### src/rtl/lsu_mem_ctrl.sv
// Load/store unit: turns one execute-stage memory access into a single req/ack bus
// transaction, with lane steering, load extension, alignment checks and a bus timeout.
module lsu_mem_ctrl #(
  parameter int TIMEOUT = 16
) (
  input  logic        clk_i,
  input  logic        reset_i,
  input  logic        start_i,
  input  logic        we_i,
  input  logic [2:0]  mem_i,
  input  logic [31:0] addr_i,
  input  logic [31:0] wdata_i,
  output logic        bus_req_o,
  output logic        bus_we_o,
  output logic [31:0] bus_addr_o,
  output logic [3:0]  bus_be_o,
  output logic [31:0] bus_wdata_o,
  input  logic        bus_ack_i,
  input  logic [31:0] bus_rdata_i,
  output logic [31:0] rdata_o,
  output logic        done_o,
  output logic        err_o,
  output logic        busy_o
);

  localparam int CW = (TIMEOUT > 1) ? $clog2(TIMEOUT) : 1;
  localparam logic [CW-1:0] CNT_LAST = CW'(TIMEOUT - 1);

  typedef enum logic [1:0] {IDLE, REQ, FIN} state_t;

  state_t        state_q, state_d;
  logic          we_q, we_d;
  logic [2:0]    mem_q, mem_d;
  logic [1:0]    lane_q, lane_d;
  logic [CW-1:0] cnt_q, cnt_d;
  logic          bus_req_q, bus_req_d;
  logic          bus_we_q, bus_we_d;
  logic [31:0]   bus_addr_q, bus_addr_d;
  logic [3:0]    bus_be_q, bus_be_d;
  logic [31:0]   bus_wdata_q, bus_wdata_d;
  logic [31:0]   rdata_q, rdata_d;
  logic          done_q, done_d;
  logic          err_q, err_d;
  logic          busy_q, busy_d;

  logic [3:0]    be_calc;
  logic [31:0]   wd_calc;
  logic          bad_access;
  logic [31:0]   byte_sh, half_sh, load_val;

  // Lane steering for the incoming request, and rejection of illegal/misaligned codes.
  always_comb begin
    be_calc = 4'b1111;
    wd_calc = wdata_i;
    case (mem_i[1:0])
      2'b01: begin
        be_calc = 4'b0001 << addr_i[1:0];
        wd_calc = {4{wdata_i[7:0]}};
      end
      2'b10: begin
        be_calc = 4'b0011 << {addr_i[1], 1'b0};
        wd_calc = {2{wdata_i[15:0]}};
      end
      default: ;
    endcase
    bad_access = (mem_i[2] && (mem_i[1:0] != 2'b01))
              || (we_i && (mem_i == 3'b101))
              || ((mem_i[1:0] == 2'b10) && addr_i[0])
              || ((mem_i[1:0] == 2'b11) && (addr_i[1:0] != 2'b00));
  end

  always_comb begin
    byte_sh  = bus_rdata_i >> {lane_q, 3'b000};
    half_sh  = bus_rdata_i >> {lane_q[1], 4'b0000};
    load_val = bus_rdata_i;
    case (mem_q[1:0])
      2'b01:   load_val = (mem_q == 3'b001) ? {{24{byte_sh[7]}}, byte_sh[7:0]}
                                            : {24'b0, byte_sh[7:0]};
      2'b10:   load_val = {{16{half_sh[15]}}, half_sh[15:0]};
      default: ;
    endcase
  end

  always_comb begin
    state_d     = state_q;
    we_d        = we_q;
    mem_d       = mem_q;
    lane_d      = lane_q;
    cnt_d       = cnt_q;
    bus_req_d   = bus_req_q;
    bus_we_d    = bus_we_q;
    bus_addr_d  = bus_addr_q;
    bus_be_d    = bus_be_q;
    bus_wdata_d = bus_wdata_q;
    rdata_d     = rdata_q;
    done_d      = 1'b0;
    err_d       = 1'b0;
    case (state_q)
      IDLE: begin
        if (start_i) begin
          we_d   = we_i;
          mem_d  = mem_i;
          lane_d = addr_i[1:0];
          if (mem_i == 3'b000) begin
            state_d = FIN;
            done_d  = 1'b1;
          end else if (bad_access) begin
            state_d = FIN;
            done_d  = 1'b1;
            err_d   = 1'b1;
          end else begin
            state_d     = REQ;
            cnt_d       = '0;
            bus_req_d   = 1'b1;
            bus_we_d    = we_i;
            bus_addr_d  = {addr_i[31:2], 2'b00};
            bus_be_d    = be_calc;
            bus_wdata_d = wd_calc;
          end
        end
      end
      REQ: begin
        // An ack in the final allowed cycle takes priority over the timeout.
        if (bus_ack_i) begin
          state_d   = FIN;
          bus_req_d = 1'b0;
          done_d    = 1'b1;
          if (!we_q) rdata_d = load_val;
        end else if (cnt_q == CNT_LAST) begin
          state_d   = FIN;
          bus_req_d = 1'b0;
          done_d    = 1'b1;
          err_d     = 1'b1;
        end else begin
          cnt_d = cnt_q + 1'b1;
        end
      end
      FIN:     state_d = IDLE;
      default: state_d = IDLE;
    endcase
    busy_d = (state_d != IDLE);
  end

  always_ff @(posedge clk_i or posedge reset_i) begin
    if (reset_i) begin
      state_q     <= IDLE;
      we_q        <= 1'b0;
      mem_q       <= 3'b000;
      lane_q      <= 2'b00;
      cnt_q       <= '0;
      bus_req_q   <= 1'b0;
      bus_we_q    <= 1'b0;
      bus_addr_q  <= 32'h0;
      bus_be_q    <= 4'h0;
      bus_wdata_q <= 32'h0;
      rdata_q     <= 32'h0;
      done_q      <= 1'b0;
      err_q       <= 1'b0;
      busy_q      <= 1'b0;
    end else begin
      state_q     <= state_d;
      we_q        <= we_d;
      mem_q       <= mem_d;
      lane_q      <= lane_d;
      cnt_q       <= cnt_d;
      bus_req_q   <= bus_req_d;
      bus_we_q    <= bus_we_d;
      bus_addr_q  <= bus_addr_d;
      bus_be_q    <= bus_be_d;
      bus_wdata_q <= bus_wdata_d;
      rdata_q     <= rdata_d;
      done_q      <= done_d;
      err_q       <= err_d;
      busy_q      <= busy_d;
    end
  end

  assign bus_req_o   = bus_req_q;
  assign bus_we_o    = bus_we_q;
  assign bus_addr_o  = bus_addr_q;
  assign bus_be_o    = bus_be_q;
  assign bus_wdata_o = bus_wdata_q;
  assign rdata_o     = rdata_q;
  assign done_o      = done_q;
  assign err_o       = err_q;
  assign busy_o      = busy_q;

endmodule

### config.mk
export PLATFORM = sky130hd
export DESIGN_NAME = lsu_mem_ctrl
export DESIGN_NICKNAME = d
export VERILOG_FILES = /design/src/rtl/lsu_mem_ctrl.sv
export SDC_FILE = /design/constraint.sdc
export NUM_CORES = 1
export LEC_CHECK = 0
export CAP_MARGIN = 20
export CORE_ASPECT_RATIO = 0.5
export CORE_MARGIN = 5
export CORE_UTILIZATION = 45
export CTS_BUF_LIST = sky130_fd_sc_hd__clkbuf_8
export DETAILED_ROUTE_END_ITERATION = 8
export GPL_TIMING_DRIVEN = 1
export HOLD_SLACK_MARGIN = 0.02
export PLACE_DENSITY_LB_ADDON = 0.25
export SLEW_MARGIN = 20
export SYNTH_ARGS = -nofsm -noshare
export SYNTH_HDL_FRONTEND = slang
export SYNTH_SLANG_ARGS = --single-unit
### constraint.sdc
create_clock -name clk_i -period 10.6 [get_ports clk_i]
set_input_delay 1.06 -clock clk_i [delete_from_list [all_inputs] [get_ports clk_i]]
set_output_delay 1.06 -clock clk_i [all_outputs]
set_load 0.05 [all_outputs]
# == After elaboration in Yosys (flattened, before gate mapping) ==
# Index checks and enable logic that the tools add are counted.
# op_classes
n_addsub,1
n_eq_ne,16
n_shift,4
muxes,32
n_bitwise,3
n_reduce_logical,17
# ops
cell,count
case mux 32 bit (2 select lines),2
2-to-1 mux 32 bit,1
>> shifter 32 x 5 -> 16 bit,1
>> shifter 32 x 5 -> 8 bit,1
2-to-1 mux 4 bit,5
case mux 4 bit (2 select lines),2
2-to-1 mux 1 bit,13
2-to-1 mux 2 bit,5
!= test 2 bit (second input constant),5
equality test 2 x 1 -> 1 bit (second input constant),3
equality test 2 bit (second input constant),3
case mux 1 bit (2 select lines),3
AND reduction 6 bit,1
nonzero test 2 bit,3
AND reduction 5 bit,1
adder 4 x 1 -> 4 bit (second input constant),1
equality test 4 bit (second input constant),1
logical AND 1 bit,4
case mux 2 bit (2 select lines),1
AND reduction 4 bit,1
<< shifter 1 x 2 -> 4 bit (first input constant),1
<< shifter 2 x 2 -> 4 bit (first input constant),1
equality test 3 x 1 -> 1 bit (second input constant),1
equality test 3 bit (second input constant),1
8 further kinds,12
# totals
reg_bits,115
word_cells,87

# == Depth between registers and ports, before layout ==
# logic_depth
word_depth,10
mapped_depth,9

# == Worst setup path before layout ==
# Ideal clock, no wire load.
# synth_timing
kind,in2reg
start,input mem_i[1]
end,register bus_addr_q[10] (netlist: bus_addr_o[10])
setup_time_ns,0.125
arrival_ns,2.418
required_ns,10.475
slack_ns,8.057
cell_stages,8
n_path_buf,2
cell_sequence,inv_1 > ha_1 > a21boi_0 > o22ai_1 > nor3b_1 > buf_2 > buf_4 > mux2_2
# synth_between
elab_chain_len,7
word_cells_on_any_way,15
cone_classes,4 x eq/ne; 2 x bitwise; 9 x reduce/logical
# synth_rtl
element,line,rtl
"start, declared",10,"input logic [2:0] mem_i,"
equality test 3 bit or != test 2 x 1 -> 1 bit (tied branches),"67, 66",
logical AND 1 bit (on tied branches),"67, 66",
logical OR 1 bit,67,|| (we_i && (mem_i == 3'b101))
logical OR 1 bit,68,|| ((mem_i[1:0] == 2'b10) && addr_i[0])
logical OR 1 bit,69,|| ((mem_i[1:0] == 2'b11) && (addr_i[1:0] != 2'b00));
NOT 1 bit (no source line),--,
AND reduction 4 bit (no source line) *,--,
"end signal, assigned",168,bus_addr_q <= bus_addr_d;
"end, declared",38,"logic [31:0] bus_addr_q, bus_addr_d;"
# Every way passes the cells marked *; elsewhere a longest branch is shown, timed or not.
# A chain may end at the register's enable or synchronous reset.

# == Worst setup path in the final report ==
# layout_timing
start,input mem_i[1]
end,register bus_wdata_q[6] (netlist: bus_wdata_o[6])
# layout_between
elab_chain_len,7
word_cells_on_any_way,15
cone_classes,4 x eq/ne; 2 x bitwise; 9 x reduce/logical
# layout_rtl
element,line,rtl
equality test 3 bit or != test 2 x 1 -> 1 bit (tied branches),"67, 66",
logical AND 1 bit (on tied branches),"67, 66",
logical OR 1 bit,67,
logical OR 1 bit,68,
logical OR 1 bit,69,
NOT 1 bit (no source line),--,
AND reduction 4 bit (no source line) *,--,
"end signal, assigned",170,bus_wdata_q <= bus_wdata_d;
"end, declared",40,"logic [31:0] bus_wdata_q, bus_wdata_d;"
# Marked as above.

==> impl_metrics.env <==
export IMPL_status="finished clean"
export IMPL_post_route_drc_count=0
export IMPL_wire_per_inst_um=16.8
export IMPL_slew_headroom_pct=29.8
export IMPL_hold_path_class="reg -> reg"
export IMPL_dp_hpwl_um=10600
export IMPL_crit_chain="clkdlybuf4s50_1, inv_1, ha_1, a21boi_0, o22ai_1, nor3b_2, buf_4, mux2_2"
export IMPL_design_area_um2=7940
export IMPL_worst_pin_slew_ns=1.05
export IMPL_instances_no_fill=890
export IMPL_grt_max_degree=99
export IMPL_synth_edf_count=0
export IMPL_postRouteAntennaNets=0
export IMPL_holdPathEnd="rdata_o[0]"
export IMPL_multi_input_area_um2=2240
export IMPL_reg2reg_from="state_q[1]"
export IMPL_power_density_nw_per_um2=353
export IMPL_finalPower_mw=2.81
export IMPL_cts_sinks=115
export IMPL_vias_per_cell=5.13
export IMPL_cts_resized_gates=0
export IMPL_place_congestion=0.793
export IMPL_portBuffers=206
export IMPL_synth_cell_types=39
export IMPL_yosysMostFrequentCell="dfrtp_1"
export IMPL_place_inst=858
export IMPL_synth_ff_type="dfrtp_1"
export IMPL_n_antenna_cell=0
export IMPL_via_count=4570
export IMPL_crit_type="in -> reg"
export IMPL_synth_largest_area_cell="dfrtp_1"
export IMPL_grt_pass1_vias=4682
export IMPL_leakagePower_nw=3.31
export IMPL_rows=28
export IMPL_finalHoldViolations=0
export IMPL_critPathLaunch="mem_i[1]"
export IMPL_die_y_um=87.5
export IMPL_yosys_area_top_type_share_pct=53.2
export IMPL_dr_pass1_iters=6
export IMPL_ff2ff_setup_slack_ns=7.70
export IMPL_detailedPlace_worstSlack_ns=6.62
export IMPL_critPathMaxFanout=98
export IMPL_cts_root_buf="clkbuf_8"
export IMPL_fp_dieW_um=165
export IMPL_worstHoldStart="rdata_o[0]"
export IMPL_clock_skew_ns=0.0139
export IMPL_synthCells=520
export IMPL_start_util_pct=45.8
export IMPL_regArea_um2=2880
export IMPL_arrival_ns=3.89
export IMPL_synthTopCellsByCount="115 x dfrtp_1, 65 x o21ai_0, 54 x nand2_1, 50 x mux2_2, 37 x a21oi_1"
export IMPL_rsz0062_at_grt="false"
export IMPL_tns_ns=0
export IMPL_drtIter0Drc=329
export IMPL_fin_crit_ns=3.59
export IMPL_cap_violations=0
export IMPL_grt_pass1_wl_um=23800
export IMPL_r2r_end="rdata_o[31]"
export IMPL_drive_gt1_share_pct=13.7
export IMPL_ys_top_cells_by_area="dfrtp_1 53%, mux2_2 10%, o21ai_0 6.0%"
export IMPL_seq_area_frac_synth_pct=53.2
export IMPL_slew_viol_final=0
export IMPL_grt_usage_pct=20.9
export IMPL_vdd_ir_drop_worst_v=0.000220
export IMPL_critPathRequiredTime_ns=10.90
export IMPL_hold_path_depth=2
export IMPL_path_clk_slew_ns=0.07
export IMPL_fin_ws_ns=7.01
export IMPL_wirelength_um=14900
export IMPL_die_area_um2=14500
export IMPL_finalNetCount=824
export IMPL_ys_seq_elements=115
export IMPL_grt_overflow=0
export IMPL_clk_latency_ns=0.42
export IMPL_ys_warn_count=0
export IMPL_ff2ff_path_depth=5
export IMPL_io_pins=209
export IMPL_fmax_ghz=0.279
export IMPL_antenna_found_initial=0
export IMPL_cts_max_level=4
export IMPL_core_area_um2=11800
export IMPL_clockBufferDepth=2
export IMPL_crit_path_start_kind="primary input"
export IMPL_avgSynthCellArea_um2=10.4
export IMPL_cts_tree="yes"
export IMPL_post_route_util_pct=67.3
export IMPL_place_area_um2=7510
export IMPL_n_fill_cell=981
export IMPL_critPathSlowestCell="buf_4"
export IMPL_cts_inserted_buffers=17
export IMPL_syn_to_final_growth_pct=46.8
export IMPL_hold_buffers=0
export IMPL_cp_end_kind="flop"
export IMPL_postCtsSetupRepairBufs=0
export IMPL_setup_violations=0
export IMPL_fin_crit_sh_pct=33.8
export IMPL_hold_slack_ns=0.485
export IMPL_max_stage_delay_ns=0.79
export IMPL_async_reset_ff_share_pct=100
export IMPL_synth_cell_area_um2=5410
## worst max path at each step
| stage | to | slack [ns] | cells past startpoint |
|---|---|---|---|
| 2_1_floorplan | bus_addr_o[10] | 6.50 | 1 |
| 3_3_place_gp | bus_addr_o[31] | 6.71 | 8 |
| 3_5_place_dp | bus_wdata_o[6] | 6.62 | 8 |
| 4_1_cts | bus_addr_o[8] | 7.08 | 8 |
| 5_1_grt | bus_addr_o[25] | 6.84 | 8 |
| 6_report | bus_wdata_o[6] | 7.01 | 8 |
## flip-flops by register name (all words and copies together) (netlist names), 2 cells and up
name	count
bus_addr_o	30
bus_be_o	4
bus_wdata_o	32
cnt_q	4
lane_q	2
mem_q	3
rdata_o	32
state_q	2
## cell type report
cell class / instances / area share [%]
Multi-Input combinational cell: 342 / 28.2
Timing Repair Buffer: 209 / 26.3
Clock buffer: 21 / 3.64
Clock inverter: 11 / 1.69
Sequential cell: 115 / 36.2
Inverter: 27 / 1.31
Tap cell: 165 / 2.60
## cells in the final DEF, fill, tap and decap left out, types with 3 or more instances in the layout
cell type / count
a21oi_1: 37
a21oi_2: 10
a22oi_1: 15
a2bb2oi_1: 7
bufinv_16: 3
clkbuf_8: 21
clkdlybuf4s50_1: 206
clkinv_2: 4
dfrtp_1: 115
ha_1: 7
inv_1: 28
mux2_2: 50
nand2_1: 54
nand2b_1: 10
nor2_1: 26
nor2b_1: 10
o211ai_1: 18
o21a_1: 6
o21ai_0: 65
## per-layer routing
layer	up-vias	routed length [um]	GRT usage, %
met3	12	1080	5.78
met2	146	7270	35.1
met4	0	141	6.57
met5	-	0	0
li1	2181	-	-
met1	2231	6450	26.6
## power breakdown
group          internal, mW  leakage [nW]  switching, mW
sequential            0.648          1.40          0.129
clock                 0.255         0.224          0.177
combinational         0.564          1.69           1.03
total                  1.47          3.31           1.34
## cell families after synthesis
kind of cell | after synthesis | synth area share [%]
multiplexers | 52 | 10.8
flip-flops | 115 | 53.2
buffers and inverters | 64 | 5.57
other | 1 | 0.0693
adder cells (fa/ha/maj) | 8 | 1.85
AND/OR/NAND/NOR | 113 | 9.46
AO/OA/AOI/OAI | 167 | 19.1
## critical path, delay by kind of cell
family                     cells  cell delay [ns]
muxes                          1             0.42
adders and majority gates      1             0.34
AOI/OAI and AO/OA              2             0.38
and+or+nand+nor                1             0.17
buffers and inverters          3             1.43
No activity file was read; power rests on OpenSTA's default activity.
